===== src/rtl/bus_rr_arbiter_if.sv =====
// Bundle of request, data and completion signals for the two-master
// round-robin bus arbiter. The arbiter uses the slave view; the masters
// and the bus destination together use the master view.
interface bus_rr_arbiter_if #(
  parameter int N = 8
);
  logic         req_1;
  logic         req_2;
  logic [N-1:0] data_in_1;
  logic [N-1:0] data_in_2;
  logic         bus_ready;
  logic [N-1:0] bus;
  logic         bus_valid;
  logic         select;
  logic         ack_1;
  logic         ack_2;

  modport master (
    output req_1, req_2, data_in_1, data_in_2, bus_ready,
    input  bus, bus_valid, select, ack_1, ack_2
  );

  modport slave (
    input  req_1, req_2, data_in_1, data_in_2, bus_ready,
    output bus, bus_valid, select, ack_1, ack_2
  );
endinterface


===== src/rtl/bus_rr_arbiter.sv =====
// Two-master round-robin bus arbiter. Grants one requester, registers its
// word onto the shared bus, waits for the destination's ready and then
// returns a one-cycle acknowledge. All outputs come straight from flops.
module bus_rr_arbiter #(
  parameter int N = 8
) (
  input  logic             clk,
  input  logic             rst,
  bus_rr_arbiter_if.slave  bif
);

  localparam logic [1:0] ST_IDLE = 2'd0;
  localparam logic [1:0] ST_BUSY = 2'd1;
  localparam logic [1:0] ST_ACK  = 2'd2;

  // Registered state and outputs
  logic [1:0]   r_state;
  logic [N-1:0] r_bus;
  logic         r_valid;
  logic         r_select;
  logic         r_ack_1;
  logic         r_ack_2;
  logic         r_last;     // 0 = master 1 served last, 1 = master 2

  // Next-state values
  logic [1:0]   w_state;
  logic [N-1:0] w_bus;
  logic         w_valid;
  logic         w_select;
  logic         w_ack_1;
  logic         w_ack_2;
  logic         w_last;

  // Arbitration result
  logic         w_req_any;
  logic         w_grant;    // 0 = master 1, 1 = master 2

  // Pick the winner: a lone requester wins, a tie goes to whoever was not served last
  always_comb begin
    w_req_any = bif.req_1 | bif.req_2;
    w_grant   = 1'b0;
    if (bif.req_1 && bif.req_2) begin
      w_grant = ~r_last;
    end else if (bif.req_2) begin
      w_grant = 1'b1;
    end else begin
      w_grant = 1'b0;
    end
  end

  // Transfer sequencing: IDLE grants, BUSY waits for ready, ACK pulses for one cycle
  always_comb begin
    w_state  = r_state;
    w_bus    = r_bus;
    w_valid  = r_valid;
    w_select = r_select;
    w_ack_1  = r_ack_1;
    w_ack_2  = r_ack_2;
    w_last   = r_last;
    case (r_state)
      ST_IDLE: begin
        if (w_req_any) begin
          w_bus    = w_grant ? bif.data_in_2 : bif.data_in_1;
          w_valid  = 1'b1;
          w_select = w_grant;
          w_state  = ST_BUSY;
        end else begin
          w_state  = ST_IDLE;
        end
      end
      ST_BUSY: begin
        // Word was latched at grant; requests and data_in are ignored here
        if (bif.bus_ready) begin
          w_valid = 1'b0;
          w_bus   = '0;
          w_ack_1 = ~r_select;
          w_ack_2 = r_select;
          w_last  = r_select;
          w_state = ST_ACK;
        end else begin
          w_state = ST_BUSY;
        end
      end
      ST_ACK: begin
        w_ack_1 = 1'b0;
        w_ack_2 = 1'b0;
        w_state = ST_IDLE;
      end
      default: begin
        // Unreachable encoding: fall back to a quiet idle bus
        w_bus   = '0;
        w_valid = 1'b0;
        w_ack_1 = 1'b0;
        w_ack_2 = 1'b0;
        w_state = ST_IDLE;
      end
    endcase
  end

  // State and output registers with synchronous reset
  always_ff @(posedge clk) begin
    if (rst) begin
      r_state  <= ST_IDLE;
      r_bus    <= '0;
      r_valid  <= 1'b0;
      r_select <= 1'b0;
      r_ack_1  <= 1'b0;
      r_ack_2  <= 1'b0;
      r_last   <= 1'b1;   // master 1 wins the first tie
    end else begin
      r_state  <= w_state;
      r_bus    <= w_bus;
      r_valid  <= w_valid;
      r_select <= w_select;
      r_ack_1  <= w_ack_1;
      r_ack_2  <= w_ack_2;
      r_last   <= w_last;
    end
  end

  assign bif.bus       = r_bus;
  assign bif.bus_valid = r_valid;
  assign bif.select    = r_select;
  assign bif.ack_1     = r_ack_1;
  assign bif.ack_2     = r_ack_2;

endmodule

===== src/flat_wrapper.sv =====
// flat-port wrapper written by rule: the top's interface ports become plain ports
module bus_rr_arbiter_flat 
#(
  parameter int N = 8
)
  (clk, rst, bif_req_1, bif_req_2, bif_data_in_1, bif_data_in_2, bif_bus_ready, bif_bus, bif_bus_valid, bif_select, bif_ack_1, bif_ack_2);
  bus_rr_arbiter_if #(.N(N)) bif_i ();
  input  logic clk;
  input  logic rst;
  input wire logic [$bits(bif_i.req_1)-1:0] bif_req_1;
  input wire logic [$bits(bif_i.req_2)-1:0] bif_req_2;
  input wire logic [$bits(bif_i.data_in_1)-1:0] bif_data_in_1;
  input wire logic [$bits(bif_i.data_in_2)-1:0] bif_data_in_2;
  input wire logic [$bits(bif_i.bus_ready)-1:0] bif_bus_ready;
  output wire logic [$bits(bif_i.bus)-1:0] bif_bus;
  output wire logic [$bits(bif_i.bus_valid)-1:0] bif_bus_valid;
  output wire logic [$bits(bif_i.select)-1:0] bif_select;
  output wire logic [$bits(bif_i.ack_1)-1:0] bif_ack_1;
  output wire logic [$bits(bif_i.ack_2)-1:0] bif_ack_2;
  assign bif_i.req_1 = bif_req_1;
  assign bif_i.req_2 = bif_req_2;
  assign bif_i.data_in_1 = bif_data_in_1;
  assign bif_i.data_in_2 = bif_data_in_2;
  assign bif_i.bus_ready = bif_bus_ready;
  assign bif_bus = bif_i.bus;
  assign bif_bus_valid = bif_i.bus_valid;
  assign bif_select = bif_i.select;
  assign bif_ack_1 = bif_i.ack_1;
  assign bif_ack_2 = bif_i.ack_2;
  bus_rr_arbiter #(.N(N)) u_core (.clk(clk), .rst(rst), .bif(bif_i));
endmodule

===== config.mk =====
export PLATFORM = sky130hd
export DESIGN_NAME = bus_rr_arbiter_flat
export DESIGN_NICKNAME = d
export VERILOG_FILES = /design/src/rtl/bus_rr_arbiter_if.sv /design/src/rtl/bus_rr_arbiter.sv /design/src/flat_wrapper.sv
export SDC_FILE = /design/constraint.sdc
export NUM_CORES = 1
export LEC_CHECK = 0
export ABC_AREA = 1
export CORE_MARGIN = 2
export CORE_UTILIZATION = 42
export CTS_BUF_LIST = sky130_fd_sc_hd__clkbuf_4
export DETAILED_ROUTE_END_ITERATION = 6
export GPL_ROUTABILITY_DRIVEN = 0
export PLACE_DENSITY = 0.77
export SYNTH_ARGS = -nofsm -noshare
export SYNTH_HDL_FRONTEND = slang
export SYNTH_SLANG_ARGS = --single-unit

===== constraint.sdc =====
create_clock -name clk -period 1.3 [get_ports clk]
set_clock_uncertainty 0.15 [all_clocks]
set_input_delay 0.325 -clock clk [delete_from_list [all_inputs] [get_ports clk]]
set_output_delay 0.325 -clock clk [all_outputs]
set_load 0.1 [all_outputs]

==> results of run 1 <==
## area by class of cell
class,count,share of cell area (%)
repair buffers,44,40.0
well taps,17,1.60
inverters,23,6.50
clock inverters,1,0.377
multi-input cells,67,25.9
flip-flops and latches,15,23.9
clock buffers,3,1.70
## flip-flops by register name, summed over array words and instances, names as in the netlist
register / flops
u_core.bif.ack_1: 1
u_core.bif.ack_2: 1
u_core.bif.bus: 8
u_core.bif.bus_valid: 1
u_core.bif.select: 1
u_core.r_last: 1
u_core.r_state: 2
## metal layers
layer  vias to the layer above  global-route usage (%)
met5                         -                       0
met4                         0                    11.4
met3                         7                    5.10
met2                        27                    38.3
met1                       373                    27.4
li1                        435                       -
## worst min-delay path, stage by stage (launching register included)
cell and delay, ns:
dfxtp_2 0.35, nand2_1 0.06, a21oi_1 0.05
## report_power, final
group / total (W) / internal [W] / switching, W
logic: 0.000630 / 0.000255 / 0.000375
clock network: 0.000287 / 0.000115 / 0.000172
registers: 0.000547 / 0.000505 / 0.0000419
## timing repair
| action | in CTS | in global routing |
|---|---|---|
| pin swaps | 2 | 1 |
| gates resized for setup | 4 | 2 |
| endpoints found under the setup margin | 18 | 23 |
| endpoints found under the hold margin | 0 | 0 |
| buffers inserted | 1 | 2 |
## Yosys cell counts, drive strengths merged
library cell   n  area (sq um)
nand3         28           140
inv           23          86.3
dfxtp         15           300
clkbuf         1          3.75
nand2         20          82.6
nor2           5          33.8
o21ai          2          17.5
buf            2          18.8
a21oi         12          60.1
## metrics by stage
step | TNS (ns) | area, sq um | worst slack (ns) | total power, W | hold slack, ns
final | -0.142 | 1330 | -0.0236 | 0.00146 | 0.342
after detailed placement | -3.72 | 1260 | -0.334 | 0.00117 | 0.324
after global placement | -3.19 | 1260 | -0.302 | 0.00116 | 0.317
after CTS | -0.184 | 1310 | -0.0293 | 0.00145 | 0.339
after floorplan | 0 | 758 | 0.101 | 0.000912 | 0.237
after global routing | -0.481 | 1330 | -0.0501 | 0.00153 | 0.379
## placed cells by master (no fill, tap or decap)
master           instances
nand3_1                 28
inv_1                   22
nand2_1                 17
clkdlybuf4s50_1         17
a21oi_1                 12
buf_12                  12
buf_4                   12
dfxtp_2                 11
nor2_2                   3
clkbuf_4                 3
dfxtp_1                  3
nand2_4                  2
o21ai_2                  2
dlygate4sd2_1            2
nand2_2                  1
nor2_1                   1
inv_2                    1
nor2_4                   1
clkinv_2                 1
dlymetal6s2s_1           1
dfxtp_4                  1
## how the worst max path moves through the flow
| stage | endpoint | cells after the start |
|---|---|---|
| 6_report | bif_bus[0] | 1 |
| 5_1_grt | bif_bus[5] | 1 |
| 3_3_place_gp | u_core.bif.bus[2] | 5 |
| 4_1_cts | bif_bus[0] | 1 |
| 3_5_place_dp | u_core.bif.bus[2] | 6 |
| 2_1_floorplan | u_core.bif.ack_2 | 2 |
## cell families after synthesis
| kind of cell | Yosys count | synth area share (%) |
|---|---|---|
| buf+inv | 26 | 14.6 |
| simple gates | 53 | 34.5 |
| compound gates | 14 | 10.4 |
| flops | 15 | 40.4 |
==> metrics.cfg, run 1 <==
[status]
outcome = finished with violations
failed_checks = setup timing

[run]
maxCapViolCount = 0

[routing]
wl_met2_mm = 1.03
dr.pass1.iters = 4
wl_mm = 2.04
vias = 842
wl_met3_um = 82
wl_per_cell_um = 12.0
drt_iter0_drc = 17
top_layer = met4
postRouteAntennaNets = 0
viasPerCell = 4.95
drc = 0
wl_met1_um = 877

[global_route]
grt_pass1_wl_mm = 3.46
grt_pass1_vias = 851
grt_max_degree = 12
grt_overflow = 0
grt_antenna_before_repair = 0
grt_usage_pct = 23.0

[layout]
layout.nets = 175
stdcell_count = 170
syn_to_final_growth_pct = 78.6
regArea_sq_um = 318
n_antenna_cell = 0
fin_util_pct = 78.6
drive_gt1_share_pct = 32.7
multi_input_area_sq_um = 344
fillers = 125

[synthesis]
ys_types = 14
syn_area_sq_um = 743
yosys_warnings = 0
syn-num-nets = 129
ys_ff_latch = 15
synth.avg_cell_area_sq_um = 6.88
syn_inst = 108
ys_seq_area_share_pct = 40.4

[floorplan]
core_sq_um = 1690
initial_core_util_pct = 44.0
row_count = 15
die_x_um = 46.1
dieArea_sq_um = 2120
io_pins = 33
die_y_um = 46.1

[clock_network]
root_buffer = clkbuf_4
cts_buffers = 3
cts_sinks = 15
hold_buffers = 0
cts_buffer_depth = 2
clk_pin_slew_ns = 0.10
cts_tree = yes
clk_latency_ns = 0.30
htreeDepth = 1

[worst_setup_path]
path_class = reg -> out
crit_path_start_kind = flop
r2r_end = u_core.bif.bus[2]
slowest_stage = dfxtp_2
reg2regPathDepth = 5
rrSetupSlack_ns = 0.12
crit_required_ns = 0.82
cp_top_family = flip-flops
cp.buffers_inverters = 1
worstReg2RegStart = u_core.r_state[1]
startpoint = u_core.bif.bus[0]
critPathArrivalTime_ns = 0.85
cp_max_fo = 2
cp-end-kind = primary output
cpPeakStageDelay_ns = 0.37
path_cells = buf_12

[sta]
hold_viol = 0
fin_crit_sh_pct = 102
worst-slew-pin-transition_ns = 0.199
min_period_ns = 1.32
rsz0062_at_grt = true
finalSetupViolations = 12
drv_slew = 0
fin_ws_ns = -0.0236
fmaxAchievable_mhz = 755
slew_headroom_pct = 86.7

[power_and_ir_drop]
powerDensity_nw_per_um2 = 1100
p_leak_nw = 0.640
peakVddDrop_mv = 0.714

[placement]
dp.cells = 163
hpwl_mm = 1.59
portBuffers = 32

[min_path]
hold_end = u_core.bif.ack_2
worstHoldPathType = reg -> reg
worstHoldPathCells = 2
min_from = u_core.bif.ack_2

Note: power is estimated with default switching activity, not from simulation.
==> run 2, diff against run 1 <==
--- a/config.mk
+++ b/config.mk
@@ -6,12 +6,14 @@
 export NUM_CORES = 1
 export LEC_CHECK = 0
 export ABC_AREA = 1
+export CELL_PAD_IN_SITES_DETAIL_PLACEMENT = 1
+export CELL_PAD_IN_SITES_GLOBAL_PLACEMENT = 1
 export CORE_MARGIN = 2
-export CORE_UTILIZATION = 42
+export CORE_UTILIZATION = 28
 export CTS_BUF_LIST = sky130_fd_sc_hd__clkbuf_4
 export DETAILED_ROUTE_END_ITERATION = 6
 export GPL_ROUTABILITY_DRIVEN = 0
-export PLACE_DENSITY = 0.77
+export PLACE_DENSITY = 0.76
 export SYNTH_ARGS = -nofsm -noshare
 export SYNTH_HDL_FRONTEND = slang
 export SYNTH_SLANG_ARGS = --single-unit
==> run 2 against run 1 <==
The run still ends with setup timing left; sequential share of layout area down 1.5 points; clock power about the same; first-iteration DRC count down 12%; wire length up 31%; critical path type unchanged; combinational power up 11%; worst setup slack better by 0.0029 ns; largest power group unchanged; non-clock buffer count up 4; hold slack worse by 0.0047 ns.
==> metrics.cfg, run 2 (synthesized netlist as in run 1, its figures left out) <==
[worst_setup_path]
path_cells = buf_12
cp_max_fo = 2
r2r_end = u_core.bif.bus[3]
slowest_stage = dfxtp_4
cp.buffers_inverters = 1
critPathArrivalTime_ns = 0.85
crit_required_ns = 0.82
path_class = reg -> out
worstReg2RegStart = u_core.r_state[1]
rrSetupSlack_ns = 0.05
cp-end-kind = primary output
cpPeakStageDelay_ns = 0.38
reg2regPathDepth = 5
crit_path_start_kind = flop
cp_top_family = flip-flops

[routing]
postRouteAntennaNets = 0
viasPerCell = 4.79
dr.pass1.iters = 4
wl_mm = 2.67
drc = 0
wl_per_cell_um = 14.3
vias = 896
drt_iter0_drc = 15

[sta]
min_period_ns = 1.32
rsz0062_at_grt = true
hold_viol = 0
whs_ns = 0.337
fin_ws_ns = -0.0208
worst-slew-pin-transition_ns = 0.312
finalSetupViolations = 12
fmaxAchievable_mhz = 757
fin_crit_sh_pct = 102
drv_slew = 0
slew_headroom_pct = 79.1

[placement]
portBuffers = 32
pre_cts_slack_ns = -0.394
hpwl_mm = 1.99
placed_area_sq_um = 1310

[layout]
postLayoutCellArea_sq_um = 1470
syn_to_final_growth_pct = 98.3
drive_gt1_share_pct = 44.6
fin_util_pct = 59.0
layout.nets = 179
largest_reg_flops = 8
fillers = 300
n_antenna_cell = 0
layout_common_cells = 21 x inv_1, 21 x nand3_1, 17 x clkdlybuf4s50_1

[clock_network]
clk_pin_slew_ns = 0.11
cts_tree = yes
hold_buffers = 0
root_buffer = clkbuf_4
cts_buffers = 3
cts_sinks = 15
cts_buffer_depth = 2
htreeDepth = 1
clk_latency_ns = 0.30

[run]
maxCapViolCount = 0

[global_route]
grt_pass1_wl_mm = 4.31
grt_usage_pct = 17.7
grt_antenna_before_repair = 0
grt_pass1_vias = 928
grt_max_degree = 12
grt_overflow = 0

[min_path]
worstHoldPathCells = 2
worstHoldPathType = reg -> reg
hold_end = u_core.bif.bus_valid
min_from = u_core.bif.bus_valid

[floorplan]
die_y_um = 55.5
core_sq_um = 2500
row_count = 18
io_pins = 33
initial_core_util_pct = 29.7
dieArea_sq_um = 3080
die_x_um = 55.5

[power_and_ir_drop]
peakVddDrop_mv = 0.849
p_leak_nw = 0.685
powerDensity_nw_per_um2 = 1040

[status]
outcome = finished with violations
failed_checks = setup timing

[run 2: changes by cell type in the layout (fill, tap and decap cells not counted), moves of 2 or more]
cell / previous run / this run
buf_12: 12 / 14
a21oi_2: 0 / 5
nand3_1: 28 / 21
dfxtp_4: 1 / 5
dfxtp_1: 3 / 1
nand3_2: 0 / 7
dfxtp_2: 11 / 9
a21oi_1: 12 / 7
[run 2: repair_timing]
item	in CTS	in global routing
pin swaps	1	8
setup endpoints to repair	20	21
setup buffers	2	4
cloned	0	0
gates resized for setup	5	23
[run 2: per-layer routing]
layer | GRT usage [%] | vias to the layer above | wire [um]
met5 | 0 | - | 0
met4 | 3.14 | 0 | 10
met3 | 5.39 | 2 | 148
met2 | 34.0 | 28 | 1480
met1 | 18.9 | 426 | 1030
li1 | - | 440 | -
[run 2: how the worst max path moves through the flow]
stage	from	to	slack, ns	depth (start not counted)
floorplan	u_core.bif.select	u_core.bif.ack_2	0.10	2
global placement	bif_req_1	u_core.bif.bus[5]	-0.32	5
detailed placement	bif_req_2	u_core.bif.bus[4]	-0.39	6
CTS	u_core.bif.bus[2]	bif_bus[2]	-0.03	1
global route	u_core.bif.select	bif_select	-0.06	1
finish	u_core.bif.select	bif_select	-0.02	1
[run 2: layout make-up]
type | instances | area, sq um | area share, %
well taps | 30 | 37.5 | 2.55
flip-flops and latches | 15 | 330 | 22.4
inverters | 23 | 88.8 | 6.03
clock buffers | 3 | 22.5 | 1.53
clock inverters | 1 | 5.00 | 0.340
repair buffers | 48 | 589 | 40.0
multi-input cells | 67 | 400 | 27.2
[run 2: where the power goes]
group	switching, W	internal [W]
registers	0.0000442	0.000503
logic	0.000410	0.000289
clock network	0.000172	0.000115
[run 2: stage by stage]
stage          setup TNS [ns]  power [W]  instances
2_1_floorplan               0   0.000912        108
3_3_place_gp            -3.74    0.00118        177
3_5_place_dp            -4.46    0.00120        177
4_1_cts                -0.236    0.00149        183
5_1_grt                -0.653    0.00161        187
6_report               -0.150    0.00153        187
==> patch 1, RTL diff (config.mk and constraints of run 2) <==
`N` is set to 8 in 3 places; all go to 7.
--- a/src/rtl/bus_rr_arbiter_if.sv
+++ b/src/rtl/bus_rr_arbiter_if.sv
@@ -4,3 +4,3 @@
 interface bus_rr_arbiter_if #(
-  parameter int N = 8
+  parameter int N = 7
 );
--- a/src/rtl/bus_rr_arbiter.sv
+++ b/src/rtl/bus_rr_arbiter.sv
@@ -4,3 +4,3 @@
 module bus_rr_arbiter #(
-  parameter int N = 8
+  parameter int N = 7
 ) (
--- a/src/flat_wrapper.sv
+++ b/src/flat_wrapper.sv
@@ -3,3 +3,3 @@
 #(
-  parameter int N = 8
+  parameter int N = 7
 )
Interface: changed (resized bif_bus, bif_data_in_1 and bif_data_in_2); port bits go from 33 to 30. The function was not compared with the original's and may differ.
==> patch 1 against run 2 <==
- routed wire length fell by 17%
- total power fell by 12%
- sequential cell count fell by 1
- design area fell by 13%
- setup slack improved by 0.031 ns
- cell count fell by 14%
- synthesized area fell by 11%
- combinational power fell by 15%
- clock power fell by 10%
- count of clock-buffer cells in the layout did not move
- non-clock buffer count fell by 7
==> patch 1: results <==
[clock_tree]
ctsLongestPathBuffers = 2
cts_max_level = 1
ctsRootBufferMaster = "clkbuf_4"
clkLatencyLatePin_ns = 0.27
numCtsBuffers = 3
clk_pin_slew_ns = 0.09

[detailed_routing]
drtIter0Drc = 4
drt-met1-wl_um = 919
top_layer = "met4"
met3WireLength_um = 79
route.detailed.drc = 0
vias = 768
wl_per_cell_um = 13.9
met2_length_um = 1170
first_pass_iters = 4

[grt]
antenna_found_initial = 0
grt_pass1_vias = 787
grt_pass1_wl_um = 3260
track_usage_pct = 15.9
grt_start_max_net_pins = 9

[setup_path]
arrival_ns = 0.81
slowest_delay_ns = 0.36
crit_path_max_fanout = 2
slowest_stage = "dfxtp_2"
crit_family = "flip-flops"
reg2reg_depth = 6

[logic_synthesis]
synth_nets = 108
yosysSeqAreaShare_pct = 42.2
ys_top_cells_by_area = "dfxtp_1, nand2_1, nand3_1"
synthArstFlopShare_pct = 0
synth_cell_type_count = 16
ys.flop_type = "dfxtp_1"
ys_top_cells_by_count = "nand2_1, dfxtp_1, nand3_1, a21oi_1, inv_1"
syn_area_per_cell_um2 = 7.47
yosysWarnings = 0

[finish]
largest_reg_flops = 7
fin_nets = 152
insertedDiodeCount = 0
fillers = 261
fin_cells = 160
drive_above_1_share_pct = 48.5

[placement]
port_buffers = 29
hpwl_um = 1600

[min_path]
hold_depth = 2
holdCritPathClass = "reg -> reg"

[pwr]
p_leak_nw = 0.547
ir_worst_vdd_mv = 0.713

[status]
status = "completed"

[timing]
worst_slew_pin_slew_ns = 0.297
-- patch 1: cell families after synthesis --
| kind of cell | share of synthesized area (%) |
|---|---|
| simple gates | 39.4 |
| buf+inv | 8.47 |
| flops | 42.2 |
| compound gates | 9.98 |
-- patch 1: worst paths after layout --
check        slack (ns)         startpoint           endpoint
max reg2reg        0.04  u_core.r_state[0]  u_core.bif.select
max                0.01  u_core.bif.bus[2]         bif_bus[2]
min                0.34  u_core.bif.bus[0]  u_core.bif.bus[0]
min reg2reg        0.34  u_core.bif.bus[0]  u_core.bif.bus[0]
-- patch 1: where the power goes --
part,leakage [nW],total [mW],internal [mW],switching [mW]
combinational,0.411,0.592,0.241,0.351
sequential,0.121,0.506,0.468,0.0377
clock,0.0154,0.257,0.111,0.146
total,0.547,1.35,0.820,0.534
-- patch 1: metal layers --
metal | vias to the layer above | global-route usage [%]
met1 | 370 | 20.1
met3 | 4 | 2.57
met2 | 15 | 27.3
li1 | 379 | -
met5 | - | 0
met4 | 0 | 5.13
-- patch 1: layout make-up --
class,instances,area (um2),area share (%)
multi-input combinational,62,390,30.3
clock inverter,1,3.75,0.292
timing repair buffer,41,488,37.9
tap,28,35.0,2.72
clock buffer,3,22.5,1.75
inverter,11,43.8,3.40
sequential,14,304,23.6
-- patch 1: per-stage QoR --
step | cell area, um2 | worst slack, ns | TNS, ns
final | 1290 | 0.0101 | 0
after global routing | 1290 | -0.0297 | -0.170
after CTS | 1190 | 0.00382 | 0
after detailed placement | 1160 | -0.436 | -4.79
after global placement | 1160 | -0.402 | -4.37
after floorplan | 678 | 0.0859 | 0
-- patch 1: repair_timing --
| item | in CTS | in global routing |
|---|---|---|
| setup buffers | 1 | 3 |
| gates resized for setup | 4 | 23 |
| pin swaps | 0 | 6 |
| gates cloned | 0 | 0 |
| setup endpoints to repair | 11 | 23 |
==> patch 2, RTL diff (settings of run 2) <==
Without the edit above. Reset style: asynchronous (`rst`), changed in one clocked block. Comments in the files are not updated.
--- a/src/rtl/bus_rr_arbiter.sv
+++ b/src/rtl/bus_rr_arbiter.sv
@@ -100,3 +100,3 @@
   // State and output registers with synchronous reset
-  always_ff @(posedge clk) begin
+  always_ff @(posedge clk or posedge rst) begin
     if (rst) begin
Behaviour: differs if rst is asserted again (counterexample within 4 cycles, from zero or initial values and one cycle with rst high); with rst held inactive, the same outputs for 10 cycles.
==> patch 2 against run 2 <==
- the run still ends with negative setup slack left
- hold slack got worse by 0.15 ns
- cell count shrank 5.3%
- sequential cell count did not move
- sequential share of layout area rose by 3.8 points
- die area rose by 4.7%
- design area increased by 1.2%
- routed wire length fell by 4.0%
- global-route usage down 3.2 points
- synthesized area grew 5.1%
- count of clock-buffer cells in the layout grew 1
- via count shrank 5.6%
- setup slack worse by 0.059 ns
- critical path type unchanged
- highest routed layer unchanged
Power is not compared: it rests on default switching activity, and its combinational part moved more than twofold at a synthesized area within 25%.
==> patch 2: results <==
[setup_path]
rr_startpoint = "u_core.r_state[1]"
arrival_ns = 0.90
slowest_stage = "dfrtp_2"
reg2reg_depth = 6
endpoint = "bif_bus[0]"
slowest_delay_ns = 0.45
critPathLaunch = "u_core.bif.bus[0]"
timing.rr.end = "u_core.bif.bus[2]"

[timing]
worst_slew_pin_slew_ns = 0.255
tns_ns = -0.728
setup_viol = 13
fin_ws_ns = -0.0795
whs_ns = 0.188

[logic_synthesis]
ys.flop_type = "dfrtp_1"
synth_edf_count = 0
synthArstFlopShare_pct = 100
ys_top_cells_by_area = "dfrtp_1, nand3_1, nand2_1"
synth_cell_type_count = 12
synth_adder_area_share_pct = 0
ys_top_cells_by_count = "nand2_1, nand3_1, inv_1, dfrtp_1, o21ai_0"
yosysSeqAreaShare_pct = 48.2
synth_compound_area_share_pct = 4.81
synth_nets = 121
yosysWarnings = 0
syn_area_per_cell_um2 = 7.81

[grt]
grt_pass1_vias = 866
gr-usage-met1_pct = 17.9
use_met3_pct = 0.691
grt_start_max_net_pins = 16
use_met2_pct = 26.1
grt_pass1_wl_um = 3700
track_usage_pct = 14.5

[detailed_routing]
vias = 846
drtIter0Drc = 4
via_per_inst = 4.78
met3WireLength_um = 55
wl_per_cell_um = 14.5
drt-met1-wl_um = 1060
met2_length_um = 1430

[finish]
fin_nets = 168
fillers = 313
drive_above_1_share_pct = 42.5

[status]
status = "complete, but fails checks"
failed_checks = "negative setup slack"

[placement]
dp_slack_ns = -0.330
hpwl_um = 1760
dpl_cell_area_mm2 = 0.00132

[min_path]
holdCritPathClass = "in -> async"

[clock_tree]
clkLatencyLatePin_ns = 0.28
patch 2: cell count changes in the layout (fill, tap and decap cells not counted), sizes merged, moves of 3 or more:
cell	before	now
dfxtp	15	0
inv	23	20
a21oi	12	0
nand2	20	29
dfrtp	0	14
buf	28	22
nand3	28	25
o21ai	2	7
patch 2: cell type report:
cell class / count / area, um2 / share of cell area (%)
Inverter: 20 / 77.6 / 5.20
Sequential cell: 15 / 392 / 26.3
Tap cell: 31 / 38.8 / 2.60
Clock buffer: 4 / 30.0 / 2.01
Timing Repair Buffer: 42 / 547 / 36.7
Multi-Input combinational cell: 65 / 407 / 27.3
patch 2: kinds of logic (layout without fill, tap and decap cells):
logic type / count (synthesis) / count (layout)
AND/OR/NAND/NOR: 57 / 58
buffers and inverters: 22 / 66
flip-flops: 15 / 15
AO/OA/AOI/OAI: 6 / 7
